$ cat config.mk
export PLATFORM = sky130hd
export DESIGN_NAME = key_command_arbiter
export DESIGN_NICKNAME = d
export VERILOG_FILES = /design/src/rtl/game_input_pkg.sv /design/src/rtl/hold_counter.sv /design/src/rtl/key_command_arbiter.sv
export SDC_FILE = /design/constraint.sdc
export NUM_CORES = 1
export LEC_CHECK = 0
export CORE_MARGIN = 2
export CORE_UTILIZATION = 58
export CTS_BUF_LIST = sky130_fd_sc_hd__clkbuf_16
export CTS_CLUSTER_DIAMETER = 100
export DETAILED_ROUTE_END_ITERATION = 7
export GPL_TIMING_DRIVEN = 0
export HOLD_SLACK_MARGIN = 0.12
export PLACE_DENSITY_LB_ADDON = 0.2
export SYNTH_ARGS = -nofsm -noshare
export SYNTH_HDL_FRONTEND = slang
export SYNTH_SLANG_ARGS = --single-unit
$ cat constraint.sdc
create_clock -name clk -period 3.05 [get_ports clk]
set_clock_uncertainty 0.05 [all_clocks]
set_input_delay 0.7625 -clock clk [delete_from_list [all_inputs] [get_ports clk]]
set_output_delay 0.7625 -clock clk [all_outputs]
set_load 0.1 [all_outputs]
$ cat src/rtl/game_input_pkg.sv
// Shared types and helpers for the keyboard-to-game command front end.
package game_input_pkg;

    typedef enum logic [1:0] {
        ST_IDLE,
        ST_DELAY,
        ST_REPEAT
    } arb_state_e;

    localparam int unsigned CMD_NONE = 0;

    // Command codes are key index + 1 so that zero can mean "no command".
    function automatic int unsigned cmd_code(input int unsigned index);
        return index + 1;
    endfunction

    function automatic int max3(input int a, input int b, input int c);
        int m;
        m = (a > b) ? a : b;
        return (m > c) ? m : c;
    endfunction

endpackage

$ cat src/rtl/hold_counter.sv
// Saturating counter of consecutive high cycles on a level input, with a flag
// that announces the threshold will be held after the coming clock edge.
module hold_counter #(
    parameter int THRESH = 5,
    parameter int CW     = $clog2(THRESH + 1)
) (
    input  logic clk,
    input  logic clrn,
    input  logic level,
    output logic reach_next
);

    localparam logic [CW-1:0] THR = CW'(THRESH);

    logic [CW-1:0] count;
    logic [CW-1:0] count_next;

    always_comb begin
        count_next = '0;
        if (level) begin
            count_next = (count == THR) ? THR : count + CW'(1);
        end
        reach_next = level && (count_next == THR);
    end

    // NOTE: state registers use non-blocking assignments so every flop samples
    // pre-edge values, independent of the order the always blocks run in.
    always_ff @(posedge clk or negedge clrn) begin
        if (!clrn) begin
            count <= '0;
        end else begin
            count <= count_next;
        end
    end

endmodule

$ cat src/rtl/key_command_arbiter.sv
// Prioritised key-to-command front end with delayed auto-repeat, a one-entry
// valid/ready output slot and a long-press game reset.
module key_command_arbiter
    import game_input_pkg::*;
#(
    parameter  int NUM_KEYS   = 4,
    parameter  int RESET_KEY  = 2,
    parameter  int DAS_DELAY  = 8,
    parameter  int ARR_PERIOD = 3,
    parameter  int RST_HOLD   = 5,
    localparam int CMD_W      = $clog2(NUM_KEYS + 1)
) (
    input  logic                clk,
    input  logic                clrn,
    input  logic [NUM_KEYS-1:0] key_lvl,
    output logic [CMD_W-1:0]    cmd,
    output logic                cmd_valid,
    input  logic                cmd_ready,
    output logic                game_rst_n,
    output logic [7:0]          drop_cnt
);

    localparam int KW = (NUM_KEYS > 1) ? $clog2(NUM_KEYS) : 1;
    localparam int CW = $clog2(max3(DAS_DELAY, ARR_PERIOD, RST_HOLD) + 1);

    localparam logic [CW-1:0] CNT_DAS = CW'(DAS_DELAY);
    localparam logic [CW-1:0] CNT_ARR = CW'(ARR_PERIOD);
    localparam logic [CW-1:0] CNT_ONE = CW'(1);

    arb_state_e    state, state_next;
    logic          sel_valid;
    logic [KW-1:0] sel_idx;
    logic [KW-1:0] cur_sel;
    logic [CW-1:0] cnt, cnt_next;
    logic          press_evt, rpt_evt;
    logic          slot_take;
    logic          rst_reach_next;

    // Lowest-index key wins; the reset key never competes.
    // NOTE: every always_comb output gets a default first, so no path can
    // leave it unassigned and infer a latch.
    always_comb begin
        sel_valid = 1'b0;
        sel_idx   = '0;
        for (int i = NUM_KEYS - 1; i >= 0; i--) begin
            if (i != RESET_KEY && key_lvl[i]) begin
                sel_valid = 1'b1;
                sel_idx   = KW'(i);
            end
        end
    end

    hold_counter #(
        .THRESH (RST_HOLD),
        .CW     (CW)
    ) u_rst_hold (
        .clk        (clk),
        .clrn       (clrn),
        .level      (key_lvl[RESET_KEY]),
        .reach_next (rst_reach_next)
    );

    always_ff @(posedge clk or negedge clrn) begin
        if (!clrn) begin
            state <= ST_IDLE;
        end else begin
            state <= state_next;
        end
    end

    always_comb begin
        state_next = state;
        if (!game_rst_n || !sel_valid) begin
            state_next = ST_IDLE;
        end else if (state == ST_IDLE || sel_idx != cur_sel) begin
            state_next = ST_DELAY;
        end else if (cnt == CNT_ONE) begin
            state_next = ST_REPEAT;
        end
    end

    always_comb begin
        press_evt = game_rst_n && sel_valid && (state == ST_IDLE || sel_idx != cur_sel);
        rpt_evt   = game_rst_n && sel_valid && state != ST_IDLE &&
                    sel_idx == cur_sel && cnt == CNT_ONE;
        cnt_next  = cnt;
        if (press_evt) begin
            cnt_next = CNT_DAS;
        end else if (rpt_evt) begin
            cnt_next = CNT_ARR;
        end else if (state_next == ST_IDLE) begin
            cnt_next = '0;
        end else if (cnt != '0) begin
            cnt_next = cnt - CNT_ONE;
        end
    end

    always_ff @(posedge clk or negedge clrn) begin
        if (!clrn) begin
            cnt     <= '0;
            cur_sel <= '0;
        end else begin
            cnt <= cnt_next;
            if (press_evt) begin
                cur_sel <= sel_idx;
            end
        end
    end

    // A repeat only lands when the slot is free or being drained this cycle.
    assign slot_take = !cmd_valid || cmd_ready;

    always_ff @(posedge clk or negedge clrn) begin
        if (!clrn) begin
            cmd       <= CMD_W'(CMD_NONE);
            cmd_valid <= 1'b0;
            drop_cnt  <= '0;
        end else if (!game_rst_n) begin
            cmd       <= CMD_W'(CMD_NONE);
            cmd_valid <= 1'b0;
        end else if (press_evt) begin
            cmd       <= CMD_W'(cmd_code(int'(sel_idx)));
            cmd_valid <= 1'b1;
        end else if (rpt_evt) begin
            if (slot_take) begin
                cmd       <= CMD_W'(cmd_code(int'(cur_sel)));
                cmd_valid <= 1'b1;
            end else if (drop_cnt != 8'hFF) begin
                drop_cnt <= drop_cnt + 8'd1;
            end
        end else if (cmd_valid && cmd_ready) begin
            cmd_valid <= 1'b0;
        end
    end

    // Low during and just after clrn; released on the first edge unless the
    // reset key has already been held long enough.
    always_ff @(posedge clk or negedge clrn) begin
        if (!clrn) begin
            game_rst_n <= 1'b0;
        end else begin
            game_rst_n <= !rst_reach_next;
        end
    end

endmodule

==> key figures, run 1 <==
Synthesis
  – Share of the synthesized area in the top cell type: 0.434
  – Netlist Area Pre-Place: 1440 um2
  – FF+latch count, synth: 25
  – Synth area leaders: dfrtp_1, xnor2_1, ha_1
  – Yosys top cell by area: dfrtp_1
  – Post-Syn Instances: 139
  – Avg Inst Size Synth: 10.4 um2
  – Mapped Nets: 152
  – Post-synthesis sequential area ratio: 0.434
  – EDFF count, synth: 0
  – Dominant synthesized flop cell: dfrtp_1
  – Share of flip-flops with an asynchronous set or reset: 1.00
  – Count of different cell masters after synthesis: 41
  – Synth warnings: 0

Drt
  – 1st-pass router iterations: 4
  – Initial drt markers: 23
  – # DRC: 0
  – Total Wirelength: 3020 um
  – Remaining antenna violation count: 0
  – Vias/cell: 6.18
  – Total number of vias: 1186
  – WL/cell: 15.7 um

Critical path
  – Slowest-stage cell, CP: clkdlybuf4s50_1
  – Crit path capture type: primary output
  – CP bufs+invs: 1
  – Crit-path cells: clkdlybuf4s50_1
  – Worst-path fanout max: 6
  – FF-to-FF Start: cnt[1]
  – R2r worst-path depth: 6
  – CP Data Required Time: 2240 ps
  – Worst Setup Path Type: flip-flop to primary output
  – Startpoint types: flip-flop
  – Max incr delay on CP: 1170 ps
  – CP arrival: 1870 ps
  – CP top delay family: buffers and inverters
  – R2R Setup Slk: 950 ps
  – Worst r2r dst: drop_cnt[1]

Finish
  – Final nets: 176
  – Area delta synth->final: 21.4%
  – ANT cells: 0
  – Layout cells sized above 1: 0.105
  – Fill cells: 172
  – Fin cells: 192

Run status
  – Status: completed

Global routing
  – Initial antenna violation count: 0
  – First-pass GRT wire length: 5180 um
  – Vias in the first global route: 1242
  – Total track usage: 0.245
  – GR Overflow Total: 0
  – Pin count of the biggest net entering global routing: 26

Clocking
  – Worst-Skew Late Latency: 260 ps
  – CTS resizes: 0
  – CTS sink count: 25
  – Inserted Clock Buffers: 3
  – CTS hold repair buffers: 0
  – Setup bufs post-CTS: 0
  – CTS root buf: clkbuf_16
  – Worst-path clk slew: 60 ps
  – TritonCTS clock tree: done
  – H-tree levels: 1
  – CTS Buffer Depth: 2

Die
  – Die Span Y: 53.9 um
  – # IOs: 20
  – FP Rows: 18
  – Die span in x: 53.9 um
  – Die ar.: 2900 um2
  – Core area: 2410 um2
  – Initial Utilization: 0.598

Placed design
  – DP Wirelength: 2150 um
  – Routability cong.: 0.846
  – Port-buffer cells: 19
  – # placed instances: 188

Power
  – Worst vdd ir: 0.473 mV
  – Total Power: 1.25 mW
  – Pwr/cell area: 714 nW/um2
  – Leak pwr: 0.711 nW

STA
  – Worst slew pin tran: 1110 ps
  – Max-slew headroom: 0.255
  – Fin crit share: 0.881
  – RSZ-0062 raised after global routing: no
  – Hold Vio Cnt, Final: 0
  – Fin. max-slew vios: 0
  – Fin crit period: 2690 ps
  – Final setup TNS: 0 ps
  – Final setup viols: 0
  – Fmax achieved: 372 MHz

Hold path
  – Min-delay src: drop_cnt[7]
  – Hold Path Class: flip-flop to flip-flop
  – Hold depth: 1
  – Hold Path End: drop_cnt[7]

Run
  – Number of max-cap violations: 0
==> routing by layer <==
layer / track usage / share of wire
met5: 0 / 0
met4: 0.103 / 0.018
met3: 0.0361 / 0.027
met2: 0.441 / 0.50
met1: 0.286 / 0.45
==> sequential cells by signal, indices dropped and copies added, names as in the netlist <==
| signal | cells |
|---|---|
| cmd | 3 |
| cmd_valid | 1 |
| cnt | 4 |
| cur_sel | 2 |
| drop_cnt | 8 |
| game_rst_n | 1 |
| state | 2 |
| u_rst_hold.count | 4 |
==> worst max-delay path by stage <==
stage / end / startpoint / slack, ps / cells after the start
global route: drop_cnt[3] / drop_cnt[3] / 320 / 1
floorplan: drop_cnt[1] / drop_cnt[0] / 670 / 5
finish: drop_cnt[2] / drop_cnt[2] / 360 / 1
CTS: drop_cnt[2] / drop_cnt[2] / 370 / 1
global placement: drop_cnt[1] / key_lvl[3] / 460 / 5
detailed placement: cmd[1] / key_lvl[1] / 430 / 6
==> synth_stat cells (3+ instances only) <==
cell,number
a21oi_1,7
dfrtp_1,25
ha_1,6
inv_1,5
nand2_1,9
nand3_1,5
nand4_1,6
nor2_1,13
nor2b_1,3
nor3_1,5
o21ai_0,5
xnor2_1,10
==> cells in the final DEF, fill, tap and decap left out, types with 5 or more instances in the layout <==
cell type	instances
nand2_1	9
o21ai_0	5
inv_1	5
nor3_1	5
ha_1	6
nor2_1	13
nand3_1	5
xnor2_1	10
a21oi_1	7
clkdlybuf4s50_1	19
dfrtp_1	25
nand4_1	6
==> where the power goes <==
| group | total, mW | leakage (nW) | switching (mW) | internal, mW |
|---|---|---|---|---|
| combinational | 0.523 | 0.349 | 0.347 | 0.177 |
| clock | 0.290 | 0.0409 | 0.114 | 0.177 |
| sequential | 0.435 | 0.321 | 0.0504 | 0.384 |
| total | 1.25 | 0.711 | 0.511 | 0.738 |
==> kinds of logic (layout without fill, tap and decap cells) <==
group / count (synthesis) / in the layout / synth area share
muxes: 5 / 5 / 0.0425
and+or+nand+nor: 54 / 54 / 0.215
DFF: 25 / 25 / 0.434
adders and majority gates: 6 / 6 / 0.0521
xor gates and xnor gates: 11 / 11 / 0.0799
AOI/OAI and AO/OA: 30 / 30 / 0.154
buffers and inverters: 8 / 31 / 0.0226
==> stage by stage <==
stage	area [um2]	hold WS, ps	utilization	setup WS [ps]
global placement	1670	439	0.693	463
CTS	1750	466	0.726	366
global route	1750	493	0.726	324
finish	1750	455	0.726	363
detailed placement	1670	450	0.693	435
floorplan	1440	417	-	675
==> final cells by class <==
class	instances	area, um2	share of cell area
timing repair buffer	19	190	0.109
inverter	5	18.8	0.0107
clock buffer	3	75.1	0.0429
sequential	25	626	0.358
clock inverter	1	5.00	0.00286
multi-input combinational	106	783	0.448
buffer	3	13.8	0.00787
tap	30	37.5	0.0215
Note: power is estimated with default switching activity, not from simulation.
==> run 2: changes to the inputs <==
--- a/config.mk
+++ b/config.mk
@@ -5,6 +5,7 @@
 export SDC_FILE = /design/constraint.sdc
 export NUM_CORES = 1
 export LEC_CHECK = 0
+export CORE_ASPECT_RATIO = 1.4
 export CORE_MARGIN = 2
 export CORE_UTILIZATION = 58
 export CTS_BUF_LIST = sky130_fd_sc_hd__clkbuf_16
==> run 2 against run 1 <==
Total power down 0.63%. Via count down 5.0%. Cell area down 0.57%. Global-route usage down 0.61 points. Largest power group unchanged.
==> key figures, run 2 (same netlist as run 1, synthesis figures left out) <==
Clocking
  – CTS Buffer Depth: 2 (unchanged)
  – Worst-Skew Late Latency: 250 ps (about the same)
  – Inserted Clock Buffers: 3 (unchanged)
  – CTS sink count: 25 (unchanged)
  – CTS root buf: clkbuf_16
  – TritonCTS clock tree: done
  – CTS resizes: 0 (unchanged)
  – Worst-path clk slew: 60 ps (about the same)
  – H-tree levels: 1 (unchanged)
  – CTS hold repair buffers: 0 (unchanged)
  – Setup bufs post-CTS: 0 (unchanged)

Die
  – Die ar.: 2910 um2 (+0.20%)
  – FP Rows: 21 (+3)
  – Initial Utilization: 0.610 (+0.0114)
  – Die span in x: 46.1 um (-14%)
  – Die Span Y: 63.0 um (+17%)
  – Core area: 2360 um2 (-1.9%)
  – # IOs: 20 (unchanged)

Power
  – Leak pwr: 0.712 nW (+0.20%)
  – Worst vdd ir: 0.509 mV (+7.6%)
  – Pwr/cell area: 713 nW/um2 (about the same)
  – Total Power: 1.24 mW (-0.63%)

Run status
  – Status: completed

Drt
  – Total Wirelength: 2950 um (-2.3%)
  – Initial drt markers: 43 (+87%)
  – Remaining antenna violation count: 0 (unchanged)
  – Total number of vias: 1127 (-5.0%)
  – Vias/cell: 6.09 (-1.4%)
  – 1st-pass router iterations: 4 (unchanged)
  – # DRC: 0 (unchanged)
  – WL/cell: 15.9 um (+1.4%)

Critical path
  – Slowest-stage cell, CP: clkdlybuf4s50_1
  – Crit-path cells: clkdlybuf4s50_1
  – Worst setup path endpoint: drop_cnt[2]
  – Worst-path fanout max: 6 (unchanged)
  – CP top delay family: buffers and inverters
  – R2R Setup Slk: 990 ps (+40 ps)
  – CP bufs+invs: 1 (unchanged)
  – Worst r2r dst: drop_cnt[1]
  – Max incr delay on CP: 1170 ps (about the same)
  – Worst setup startpoint: drop_cnt[2]
  – R2r worst-path depth: 6 (unchanged)
  – FF-to-FF Start: cnt[1]
  – Worst Setup Path Type: flip-flop to primary output
  – Stages on worst setup path: 1 (unchanged)
  – CP arrival: 1870 ps (about the same)
  – CP Data Required Time: 2240 ps (about the same)
  – Startpoint types: flip-flop
  – Crit path capture type: primary output

STA
  – Final setup TNS: 0 ps (unchanged)
  – Fin crit period: 2680 ps (-3.57 ps)
  – Max-slew headroom: 0.243 (-0.0122)
  – Final setup viols: 0 (unchanged)
  – RSZ-0062 raised after global routing: no
  – Fin. max-slew vios: 0 (unchanged)
  – Worst slew pin tran: 1130 ps (+18.3 ps)
  – Hold Vio Cnt, Final: 0 (unchanged)
  – Fin crit share: 0.880 (-0.00117)
  – Fmax achieved: 373 MHz (+0.13%)

Finish
  – Fill cells: 176 (+2.3%)
  – Final nets: 176 (unchanged)
  – Fin cells: 185 (-3.6%)
  – ANT cells: 0 (unchanged)
  – Largest registers: drop_cnt: 8 flops, cnt: 4 flops, u_rst_hold.count: 4 flops
  – Area delta synth->final: 20.7%
  – Largest reg by FF count: drop_cnt
  – Leading cell type in the layout, fill and taps excluded: dfrtp_1
  – Layout cells sized above 1: 0.0988 (-0.00617)
  – Number of flip-flops in the largest register: 8 (unchanged)
  – Util after Layout: 0.735 (+0.00959)
  – Most frequent cells in the layout: dfrtp_1, clkdlybuf4s50_1, nor2_1

Global routing
  – GR Overflow Total: 0 (unchanged)
  – Vias in the first global route: 1190 (-4.2%)
  – Total track usage: 0.238 (-0.00607)
  – First-pass GRT wire length: 5250 um (+1.4%)
  – Initial antenna violation count: 0 (unchanged)
  – Pin count of the biggest net entering global routing: 26 (unchanged)

Hold path
  – Hold depth: 1 (unchanged)
  – Hold Path Class: flip-flop to flip-flop

Placed design
  – # placed instances: 181 (-3.7%)
  – Routability cong.: 0.872 (+3.1%)
  – DP Wirelength: 2060 um (-4.2%)
  – Port-buffer cells: 19 (unchanged)

Run
  – Number of max-cap violations: 0 (unchanged)
## run 2: layout make-up
| class | count | area [um2] | area share |
|---|---|---|---|
| Multi-Input combinational cell | 106 | 783 | 0.450 |
| Sequential cell | 25 | 626 | 0.360 |
| Timing Repair Buffer | 19 | 190 | 0.109 |
| Clock buffer | 3 | 75.1 | 0.0432 |
| Tap cell | 23 | 28.8 | 0.0165 |
| Inverter | 5 | 18.8 | 0.0108 |
| Buffer | 3 | 13.8 | 0.00791 |
| Clock inverter | 1 | 3.75 | 0.00216 |
## run 2: metal layers
metal,GRT usage,vias up,share of wire
met1,0.305,538,0.43
met3,0.0289,4,0.025
met2,0.399,29,0.54
met4,0.0786,0,0.011
met5,0,-,0
li1,-,556,-
## run 2: worst min-delay path by stage
stage | from | end | slack, ps
2_1_floorplan | clrn | cmd[0] | 420
3_3_place_gp | drop_cnt[5] | drop_cnt[5] | 440
3_5_place_dp | drop_cnt[5] | drop_cnt[5] | 440
4_1_cts | drop_cnt[5] | drop_cnt[5] | 450
5_1_grt | drop_cnt[5] | drop_cnt[5] | 470
6_report | drop_cnt[5] | drop_cnt[5] | 450
## run 2: power breakdown
part | switching [mW] | internal [mW] | total, mW
logic | 0.347 | 0.177 | 0.524
registers | 0.0492 | 0.384 | 0.433
clock network | 0.108 | 0.175 | 0.283
total | 0.504 | 0.736 | 1.24
## run 2: through the flow
stage	hold slack, ps	area, um2	worst slack (ps)
after floorplan	417	1440	675
after detailed placement	443	1660	443
final	452	1740	367
after global routing	467	1740	317
after CTS	453	1740	361
after global placement	437	1660	464
==> run 3: changes to the inputs <==
--- a/config.mk
+++ b/config.mk
@@ -7,13 +7,14 @@
 export LEC_CHECK = 0
 export CORE_ASPECT_RATIO = 1.4
 export CORE_MARGIN = 2
-export CORE_UTILIZATION = 58
+export CORE_UTILIZATION = 53
 export CTS_BUF_LIST = sky130_fd_sc_hd__clkbuf_16
 export CTS_CLUSTER_DIAMETER = 100
 export DETAILED_ROUTE_END_ITERATION = 7
 export GPL_TIMING_DRIVEN = 0
 export HOLD_SLACK_MARGIN = 0.12
 export PLACE_DENSITY_LB_ADDON = 0.2
+export RECOVER_POWER = 100
 export SYNTH_ARGS = -nofsm -noshare
 export SYNTH_HDL_FRONTEND = slang
 export SYNTH_SLANG_ARGS = --single-unit
==> run 3 against run 2 <==
Largest cell class unchanged. Via count increased by 2.2%. Non-clock buffer count unchanged. Clock power increased by 2%. Largest power group unchanged. Clock-buffer cell count stayed put. Cell count up 7.0%. Sequential power is essentially flat. Core utilization fell by 8.0 points. Combinational power is 5.0% lower. Flip-flop and latch count unchanged. Register-to-register slack lost 20 ps. Critical endpoint unchanged.
==> key figures, run 3 (same netlist as run 1, synthesis figures left out) <==
Global routing
  – First-pass GRT wire length: 5060 um (-3.7%)
  – GR Overflow Total: 0 (unchanged)
  – Total track usage: 0.222 (-0.0165)
  – Initial antenna violation count: 0 (unchanged)
  – Pin count of the biggest net entering global routing: 26 (unchanged)
  – Vias in the first global route: 1151 (-3.3%)

Placed design
  – Post-DP Area: 1680 um2 (+0.98%)
  – Port-buffer cells: 19 (unchanged)
  – DP Wirelength: 2140 um (+3.9%)
  – Routability cong.: 0.805 (-7.6%)
  – # placed instances: 194 (+7.2%)

Clocking
  – TritonCTS clock tree: done
  – CTS sink count: 25 (unchanged)
  – CTS root buf: clkbuf_16
  – Worst-Skew Late Latency: 260 ps (about the same)
  – CTS hold repair buffers: 0 (unchanged)
  – CTS Buffer Depth: 2 (unchanged)
  – H-tree levels: 1 (unchanged)
  – Setup bufs post-CTS: 0 (unchanged)
  – Worst-path clk slew: 60 ps (about the same)
  – CTS resizes: 0 (unchanged)
  – Inserted Clock Buffers: 3 (unchanged)

Drt
  – Vias/cell: 5.82 (-4.5%)
  – # DRC: 0 (unchanged)
  – WL/cell: 14.8 um (-7.4%)
  – Initial drt markers: 26 (-40%)
  – Remaining antenna violation count: 0 (unchanged)
  – 1st-pass router iterations: 4 (unchanged)
  – Total number of vias: 1152 (+2.2%)
  – Total Wirelength: 2920 um (-0.85%)

STA
  – Fin crit period: 2750 ps (+63.3 ps)
  – Fin. max-slew vios: 0 (unchanged)
  – Worst slew pin tran: 1120 ps (-11.6 ps)
  – Final setup TNS: 0 ps (unchanged)
  – RSZ-0062 raised after global routing: no
  – Final hold slack: 460 ps (+7.83 ps)
  – Hold Vio Cnt, Final: 0 (unchanged)
  – Fin crit share: 0.900 (+0.0207)
  – Fmax achieved: 364 MHz (-2.3%)
  – Final setup viols: 0 (unchanged)
  – Max-slew headroom: 0.251 (+0.00765)

Critical path
  – Crit-path cells: dlygate4sd3_1
  – R2r worst-path depth: 6 (unchanged)
  – CP Data Required Time: 2240 ps (about the same)
  – Crit path capture type: primary output
  – CP top delay family: buffers and inverters
  – R2R Setup Slk: 970 ps (-20 ps)
  – Slowest-stage cell, CP: dlygate4sd3_1
  – Max incr delay on CP: 1230 ps (+60 ps)
  – Worst Setup Path Type: flip-flop to primary output
  – CP bufs+invs: 1 (unchanged)
  – Startpoint types: flip-flop
  – Worst r2r dst: drop_cnt[1]
  – FF-to-FF Start: cnt[1]
  – CP arrival: 1930 ps (+60 ps)
  – Worst setup startpoint: drop_cnt[2]
  – Worst-path fanout max: 6 (unchanged)

Finish
  – Layout cells sized above 1: 0.0741 (-0.0247)
  – ANT cells: 0 (unchanged)
  – Largest registers: drop_cnt: 8 flops, cnt: 4 flops, u_rst_hold.count: 4 flops
  – Leading cell type in the layout, fill and taps excluded: dfrtp_1
  – Largest reg by FF count: drop_cnt
  – Fin cells: 198 (+7.0%)
  – Final nets: 176 (unchanged)
  – Sequential cell area: 626 um2 (unchanged)
  – Multi-input gate area in the final layout: 742 um2 (-5.3%)
  – Area delta synth->final: 18.9%
  – Finished Cell Area: 1710 um2 (-1.4%)
  – Fill cells: 221 (+26%)
  – Number of flip-flops in the largest register: 8 (unchanged)
  – Most frequent cells in the layout: dfrtp_1, dlygate4sd3_1, nor2_1

Hold path
  – Hold depth: 1 (unchanged)
  – Hold Path Class: flip-flop to flip-flop
  – Min-delay src: drop_cnt[5]
  – Hold Path End: drop_cnt[5]

Die
  – # IOs: 20 (unchanged)
  – Die ar.: 3160 um2 (+8.7%)
  – Core area: 2620 um2 (+11%)
  – FP Rows: 22 (+4.8%)
  – Initial Utilization: 0.551 (-0.0583)
  – Die span in x: 48.1 um (+4.2%)
  – Die Span Y: 65.7 um (+4.3%)

Power
  – Worst vdd ir: 0.429 mV (-16%)
  – Leak pwr: 0.723 nW (+1.5%)
  – Pwr/cell area: 710 nW/um2 (-0.39%)
  – Total Power: 1.22 mW (-1.8%)

Run
  – Number of max-cap violations: 0 (unchanged)

Run status
  – Status: completed
-- run 3: changes by cell type in the layout (fill, tap and decap cells not counted), sizes merged --
cell,previous run,this run
clkdlybuf4s50,19,3
dlygate4sd3,0,16
-- run 3: area by class of cell --
class / instances / share of cell area
clock inverter: 1 / 0.00219
tap: 36 / 0.0263
multi-input combinational: 106 / 0.433
clock buffer: 3 / 0.0438
buffer: 3 / 0.00803
sequential: 25 / 0.365
timing repair buffer: 19 / 0.111
inverter: 5 / 0.0109
-- run 3: report_power, final --
group / switching, mW / internal, mW
Sequential: 0.0476 / 0.384
Combinational: 0.341 / 0.157
Clock: 0.112 / 0.175
Total: 0.501 / 0.717
-- run 3: routing by layer --
metal  GRT usage  wire length [um]  up-vias
li1            -                 -      558
met1       0.253              1230      571
met2       0.385              1570       18
met3      0.0412                74        5
met4      0.0878                48        0
met5           0                 0        -
-- run 3: stage by stage --
stage,setup WS [ps],utilization
2_1_floorplan,675,-
3_3_place_gp,464,0.641
3_5_place_dp,426,0.641
4_1_cts,367,0.671
5_1_grt,201,0.656
6_report,304,0.656
-- run 3: worst max-delay path by stage --
stage	slack, ps	depth (start not counted)	end
global route	200	5	cmd[1]
CTS	370	1	drop_cnt[2]
global placement	460	5	drop_cnt[1]
finish	300	1	drop_cnt[2]
floorplan	670	5	drop_cnt[1]
detailed placement	430	6	cmd[1]
